File: config.mk
export PLATFORM = sky130hd
export DESIGN_NAME = pw_rx_assembler
export DESIGN_NICKNAME = d
export VERILOG_FILES = /design/src/rtl/pw_rx_assembler.sv
export SDC_FILE = /design/constraint.sdc
export NUM_CORES = 1
export LEC_CHECK = 0
export CAP_MARGIN = 20
export CORE_ASPECT_RATIO = 2
export CORE_MARGIN = 2
export CORE_UTILIZATION = 46
export CTS_CLUSTER_SIZE = 20
export DETAILED_ROUTE_END_ITERATION = 12
export HOLD_SLACK_MARGIN = 0.12
export PLACE_DENSITY = 0.77
export SLEW_MARGIN = 30
export SYNTH_ARGS = -nofsm -noshare
export SYNTH_HDL_FRONTEND = slang
export SYNTH_SLANG_ARGS = --single-unit
export TNS_END_PERCENT = 20
File: constraint.sdc
create_clock -name clk -period 2 [get_ports clk]
set_clock_uncertainty 0.05 [all_clocks]
set_input_delay 0.2 -clock clk [delete_from_list [all_inputs] [get_ports clk]]
set_output_delay 0.2 -clock clk [all_outputs]
set_load 0.02 [all_outputs]
File: src/rtl/pw_rx_assembler.sv
// ---------------------------------------------------------------------------
// pw_rx_assembler
//
// Purpose:
//   Receives the serialized pipelined-write bus (one command beat followed by
//   1..MAX_WR_CYCLES data beats). It reassembles the beats into a single
//   pipelined_write_t word and hands that word downstream through a
//   valid/ready handshake backed by a 1-entry output buffer.
//   The block also generates write-done pulses according to write_type, and
//   flags protocol, buffer-overflow and stall-timeout errors.
//
// Ports:
//   clk          in   clock
//   rst_n        in   asynchronous active-low reset
//   wr_bus       in   beat input, sampled every cycle, no backpressure
//                     cmd beat : vld[9] rsvd[8:5] num_cycles[4:3] write_type[2:0]
//                     data beat: cycle_type[9:8] dat[7:0]
//   pw_vld       out  assembled write valid
//   pw_rdy       in   downstream ready
//   pw_data      out  {cmd_cycle, dat0, dat1, dat2, dat3}; each data slot
//                     holds the full 10-bit beat, and unused slots are zero
//   wdone        out  write-done pulse (1 cycle)
//   err_proto    out  protocol-error pulse (1 cycle)
//   err_ovfl     out  output-buffer overflow pulse (1 cycle)
//   err_timeout  out  stall-timeout pulse (1 cycle)
// ---------------------------------------------------------------------------
module pw_rx_assembler #(
    parameter int MAX_WR_CYCLES = 4,
    parameter int WR_WIDTH      = 8,
    parameter int IDLE_TIMEOUT  = 16
) (
    input  logic                                        clk,
    input  logic                                        rst_n,
    input  logic [WR_WIDTH+1:0]                         wr_bus,
    output logic                                        pw_vld,
    input  logic                                        pw_rdy,
    output logic [(MAX_WR_CYCLES+1)*(WR_WIDTH+2)-1:0]   pw_data,
    output logic                                        wdone,
    output logic                                        err_proto,
    output logic                                        err_ovfl,
    output logic                                        err_timeout
);

    localparam int BEAT_W = WR_WIDTH + 2;
    localparam int PW_W   = (MAX_WR_CYCLES + 1) * BEAT_W;
    localparam int SLOT_W = (MAX_WR_CYCLES > 1) ? $clog2(MAX_WR_CYCLES) : 1;
    localparam int TMO_W  = $clog2(IDLE_TIMEOUT + 1);

    // cycle_type encodings of a data beat; the value 3 is illegal
    localparam logic [1:0] CT_IDLE  = 2'd0;
    localparam logic [1:0] CT_VALID = 2'd1;
    localparam logic [1:0] CT_DONE  = 2'd2;

    // write_type encodings; STD (0) needs no special handling, >2 is illegal
    localparam logic [2:0] WT_MULTI  = 3'd1;
    localparam logic [2:0] WT_SINGLE = 3'd2;

    typedef enum logic {
        ST_IDLE,
        ST_DATA
    } state_t;

    state_t                 state_q, state_d;
    logic [BEAT_W-1:0]      cmd_q, cmd_d;
    logic [BEAT_W-1:0]      slot_q [MAX_WR_CYCLES];
    logic [BEAT_W-1:0]      slot_d [MAX_WR_CYCLES];
    logic [SLOT_W-1:0]      idx_q, idx_d;
    // index of the final data beat (expected beat count minus one)
    logic [SLOT_W-1:0]      last_q, last_d;
    logic [TMO_W-1:0]       tmo_q, tmo_d;
    logic                   pw_vld_q, pw_vld_d;
    logic [PW_W-1:0]        pw_data_q, pw_data_d;
    logic                   wdone_q, wdone_d;
    logic                   err_proto_q, err_proto_d;
    logic                   err_ovfl_q, err_ovfl_d;
    logic                   err_timeout_q, err_timeout_d;

    logic [1:0]             beat_type;
    logic [1:0]             cmd_num;
    logic [2:0]             cmd_wtype;
    logic [2:0]             buf_wtype;
    logic                   pop;
    logic                   buf_free;
    logic [SLOT_W-1:0]      num_last;

    assign beat_type = wr_bus[BEAT_W-1 -: 2];
    assign cmd_num   = wr_bus[4:3];
    assign cmd_wtype = wr_bus[2:0];
    assign buf_wtype = pw_data_q[PW_W-BEAT_W +: 3];
    assign pop       = pw_vld_q & pw_rdy;
    // A pop and a load in the same cycle is legal, so that write streams
    // keep flowing with no bubble between them.
    assign buf_free  = ~pw_vld_q | pw_rdy;

    // num_cycles == 0 encodes the maximum write length
    assign num_last  = (cmd_num == 2'd0) ? SLOT_W'(MAX_WR_CYCLES - 1)
                                         : SLOT_W'(cmd_num - 2'd1);

    always_comb begin
        state_d       = state_q;
        cmd_d         = cmd_q;
        slot_d        = slot_q;
        idx_d         = idx_q;
        last_d        = last_q;
        tmo_d         = tmo_q;
        pw_vld_d      = pw_vld_q;
        pw_data_d     = pw_data_q;
        wdone_d       = 1'b0;
        err_proto_d   = 1'b0;
        err_ovfl_d    = 1'b0;
        err_timeout_d = 1'b0;

        // A SINGLE_WDONE write reports done once it has left the buffer.
        // pw_data is left unchanged on a pop.
        if (pop) begin
            pw_vld_d = 1'b0;
            if (buf_wtype == WT_SINGLE) begin
                wdone_d = 1'b1;
            end
        end

        case (state_q)
            ST_IDLE: begin
                if (wr_bus[BEAT_W-1]) begin
                    if (cmd_wtype > WT_SINGLE) begin
                        err_proto_d = 1'b1;
                    end else begin
                        cmd_d   = wr_bus;
                        last_d  = num_last;
                        idx_d   = '0;
                        tmo_d   = '0;
                        for (int i = 0; i < MAX_WR_CYCLES; i++) begin
                            slot_d[i] = '0;
                        end
                        state_d = ST_DATA;
                    end
                end
            end

            ST_DATA: begin
                case (beat_type)
                    CT_IDLE: begin
                        // tmo_q counts the IDLE beats before this one, so
                        // this is the IDLE_TIMEOUT-th consecutive IDLE beat
                        if (tmo_q == TMO_W'(IDLE_TIMEOUT - 1)) begin
                            err_timeout_d = 1'b1;
                            tmo_d         = '0;
                            state_d       = ST_IDLE;
                        end else begin
                            tmo_d = tmo_q + 1'b1;
                        end
                    end

                    CT_VALID: begin
                        if (idx_q == last_q) begin
                            err_proto_d = 1'b1;
                            state_d     = ST_IDLE;
                        end else begin
                            slot_d[idx_q] = wr_bus;
                            idx_d         = idx_q + 1'b1;
                            tmo_d         = '0;
                            if (cmd_q[2:0] == WT_MULTI) begin
                                wdone_d = 1'b1;
                            end
                        end
                    end

                    CT_DONE: begin
                        if (idx_q != last_q) begin
                            err_proto_d = 1'b1;
                            state_d     = ST_IDLE;
                        end else begin
                            slot_d[idx_q] = wr_bus;
                            tmo_d         = '0;
                            state_d       = ST_IDLE;
                            if (buf_free) begin
                                pw_vld_d = 1'b1;
                                pw_data_d[PW_W-1 -: BEAT_W] = cmd_q;
                                for (int i = 0; i < MAX_WR_CYCLES; i++) begin
                                    pw_data_d[PW_W-1-(i+1)*BEAT_W -: BEAT_W] = slot_d[i];
                                end
                                if (cmd_q[2:0] == WT_MULTI) begin
                                    wdone_d = 1'b1;
                                end
                            end else begin
                                // The buffered write wins. The new write is
                                // lost, and so is its done pulse.
                                err_ovfl_d = 1'b1;
                            end
                        end
                    end

                    default: begin
                        err_proto_d = 1'b1;
                        state_d     = ST_IDLE;
                    end
                endcase
            end

            default: begin
                state_d = ST_IDLE;
            end
        endcase
    end

    always_ff @(posedge clk or negedge rst_n) begin
        if (!rst_n) begin
            state_q <= ST_IDLE;
        end else begin
            state_q <= state_d;
        end
    end

    always_ff @(posedge clk or negedge rst_n) begin
        if (!rst_n) begin
            cmd_q         <= '0;
            for (int i = 0; i < MAX_WR_CYCLES; i++) begin
                slot_q[i] <= '0;
            end
            idx_q         <= '0;
            last_q        <= '0;
            tmo_q         <= '0;
            pw_vld_q      <= 1'b0;
            pw_data_q     <= '0;
            wdone_q       <= 1'b0;
            err_proto_q   <= 1'b0;
            err_ovfl_q    <= 1'b0;
            err_timeout_q <= 1'b0;
        end else begin
            cmd_q         <= cmd_d;
            for (int i = 0; i < MAX_WR_CYCLES; i++) begin
                slot_q[i] <= slot_d[i];
            end
            idx_q         <= idx_d;
            last_q        <= last_d;
            tmo_q         <= tmo_d;
            pw_vld_q      <= pw_vld_d;
            pw_data_q     <= pw_data_d;
            wdone_q       <= wdone_d;
            err_proto_q   <= err_proto_d;
            err_ovfl_q    <= err_ovfl_d;
            err_timeout_q <= err_timeout_d;
        end
    end

    assign pw_vld      = pw_vld_q;
    assign pw_data     = pw_data_q;
    assign wdone       = wdone_q;
    assign err_proto   = err_proto_q;
    assign err_ovfl    = err_ovfl_q;
    assign err_timeout = err_timeout_q;

endmodule

==> impl_metrics.tcl <==
set metrics [dict create \
    grtUsageMet2_pct 36.60 \
    ys.flop_type "dfrtp_1" \
    p_leak_nw 3.041 \
    vias 3895 \
    crit_arrival_ns 2.13 \
    synth_edf_count 0 \
    finalSetupViolations 0 \
    start_util_pct 46.72 \
    cp.required_ns 2.28 \
    synth.net_count 493 \
    wirelength_um 12740 \
    cts_htree_levels 4 \
    fp.dieW_um 79.25 \
    seq_area_frac_synth_pct 55.25 \
    period_share_pct 92.46 \
    cts_sinks 115 \
    slew_headroom_pct 75.54 \
    hpwlAfterDp_um 8687 \
    die_h_um 154.5 \
    rsz0062_at_grt "false" \
    clk_path_buf_depth 2 \
    grt_pass1_vias 3934 \
    diodes 0 \
    antenna_found_initial 0 \
    overflow 0 \
    synthTopCellsByArea "dfrtp_1 (55%), mux2i_1 (16%), nand2_1 (7.5%)" \
    synth.top_cells.by_count "dfrtp_1 (115), nand2_1 (104), mux2i_1 (81)" \
    gp_congestion 0.8731 \
    dr.pass1.iters 4 \
    cts_tree "built" \
    cp_max_fo 10 \
    timing.fmax_ghz 0.5408 \
    port_buffers 67 \
    critPathKind "in -> reg" \
    grt_max_degree 53 \
    synth_seq_cells 115 \
    cts_buffers 17 \
    grtUsageMet1_pct 28.34 \
    coreArea_mm2 0.01115 \
    status "finished, final reports clean" \
    endpoint_kind "flop" \
    pin_count 68 \
    grt_busiest_layer "met2" \
    grt_pass1_wl_um 20670 \
    synth_top_area_share_pct 55.25 \
    syn-cell-area_mm2 0.005209 \
    cts_setup_buffers 0 \
    nets 600 \
    yosysTopAreaCell "dfrtp_1" \
    fin_cells 733 \
    syn_avg_cell_area_um2 11.06 \
    async_flop_share_pct 100.0 \
    cap_violations 0 \
    die-area_mm2 0.01224 \
    drt-initial-drc-count 257 \
    area_growth_pct 32.55 \
    synth_cell_types 41 \
    peakVddDrop_uv 841.4 \
    drtAntennaViolNets 0 \
    dp_cells 700 \
    insertion_delay_ns 0.42 \
    synth.most_common_cell "dfrtp_1" \
    vias_per_cell 5.314 \
    wl_per_cell_um 17.38 \
    drv_slew 0 \
    clk_pin_slew_ns 0.06 \
    syn_inst 471 \
    cts-root-buf "clkbuf_16" \
    drive_gt1_share_pct 16.58 \
    rows 55 \
    p_per_area_mw_per_mm2 1171 \
    grtUsageMet3_pct 5.718 \
    hold_violations 0 \
    fin_util_pct 61.93 \
    startpoint_type "input port" \
    fin_crit_ns 1.849 \
    worstMarginPinSlew_ns 0.3631 \
    drcViolationCount 0 \
    hold_path.class "in -> async" \
    yosysWarnings 0 \
    grt.total_usage_pct 22.30 \
]
## worst max-delay path: stages
cell	delay [ns]
clkdlybuf4s50_1	0.50
inv_1	0.11
buf_4	0.16
ha_1	0.24
nor2b_1	0.14
o21ai_1	0.14
a21oi_1	0.17
buf_4	0.25
mux2i_1	0.22
## flip-flops by register name (all words and copies together), names as in the netlist, 2 cells and up
name / cells
slot_q: 40
tmo_q: 5
pw_data: 50
idx_q: 2
last_q: 2
cmd_q: 10
## logic make-up (layout without fill, tap and decap cells)
family,count (synthesis),count (layout),synth area share [%]
multiplexers,91,91,17.73
adder cells (fa/ha/maj),9,9,2.162
AO/OA/AOI/OAI,79,79,8.696
AND/OR/NAND/NOR,133,133,11.19
flip-flops,115,115,55.25
XOR/XNOR,5,5,1.273
buffers and inverters,39,159,3.699
## layout by cell type (no fill, tap or decap), drive strengths merged, types with 7 or more instances in the layout
cell / instances
mux2: 10
nand3: 8
inv: 15
a21oi: 7
dfrtp: 115
nand2: 104
clkinvlp: 7
clkdlybuf4s50: 66
ha: 9
o21ai: 58
mux2i: 81
clkbuf: 18
buf: 47
## worst paths after layout
kind | startpoint | depth (start not counted) | slack, ns | endpoint
max | wr_bus[8] | 9 | 0.15 | slot_q[30]
min | rst_n | 2 | 0.20 | pw_data[7]
max reg2reg | idx_q[1] | 5 | 0.23 | slot_q[30]
min reg2reg | pw_data[8] | 2 | 0.42 | pw_data[8]
max in group asynchronous | rst_n | 3 | 1.04 | slot_q[14]
min in group clk | pw_data[8] | 2 | 0.42 | pw_data[8]
## area by class of cell
class	instances	area [um^2]
Clock buffer	18	439.2
Multi-Input combinational cell	317	2143
Fill cell	929	4244
Sequential cell	115	2878
Clock inverter	14	131.4
Inverter	13	48.80
Timing Repair Buffer	114	1086
Tap cell	142	177.7
## through the flow
stage                     hold slack [ns]  area (um^2)  worst slack (ns)  TNS (ns)  total power, W
after floorplan                   -0.1456         5209          0.006737         0        0.004203
after global placement            0.08804         6324           -0.1931    -10.37        0.005184
after detailed placement          0.09070         6324           -0.1992    -11.47        0.005234
after CTS                          0.1954         6904            0.1703         0        0.008131
after global routing               0.2296         6904           0.01991         0        0.008448
final                              0.1952         6904            0.1508         0        0.008083
## what timing repair did
| action | in CTS | in global routing |
|---|---|---|
| endpoints found under the hold margin | 115 | 0 |
| resized for setup | 0 | 0 |
| hold buffers | 1 | 0 |
## report_power, final
part           switching (W)  internal, W  total [W]
Clock                0.00112      0.00174    0.00287
Sequential          0.000286      0.00273    0.00302
Combinational        0.00116      0.00104    0.00220
## per-layer routing
metal	vias up	wire length (um)	share of wire (%)
li1	1830	-	-
met1	1922	5438	43
met2	123	6468	51
met3	20	530	4.2
met4	0	299	2.3
met5	-	0	0
(Power assumes the default switching activity.)
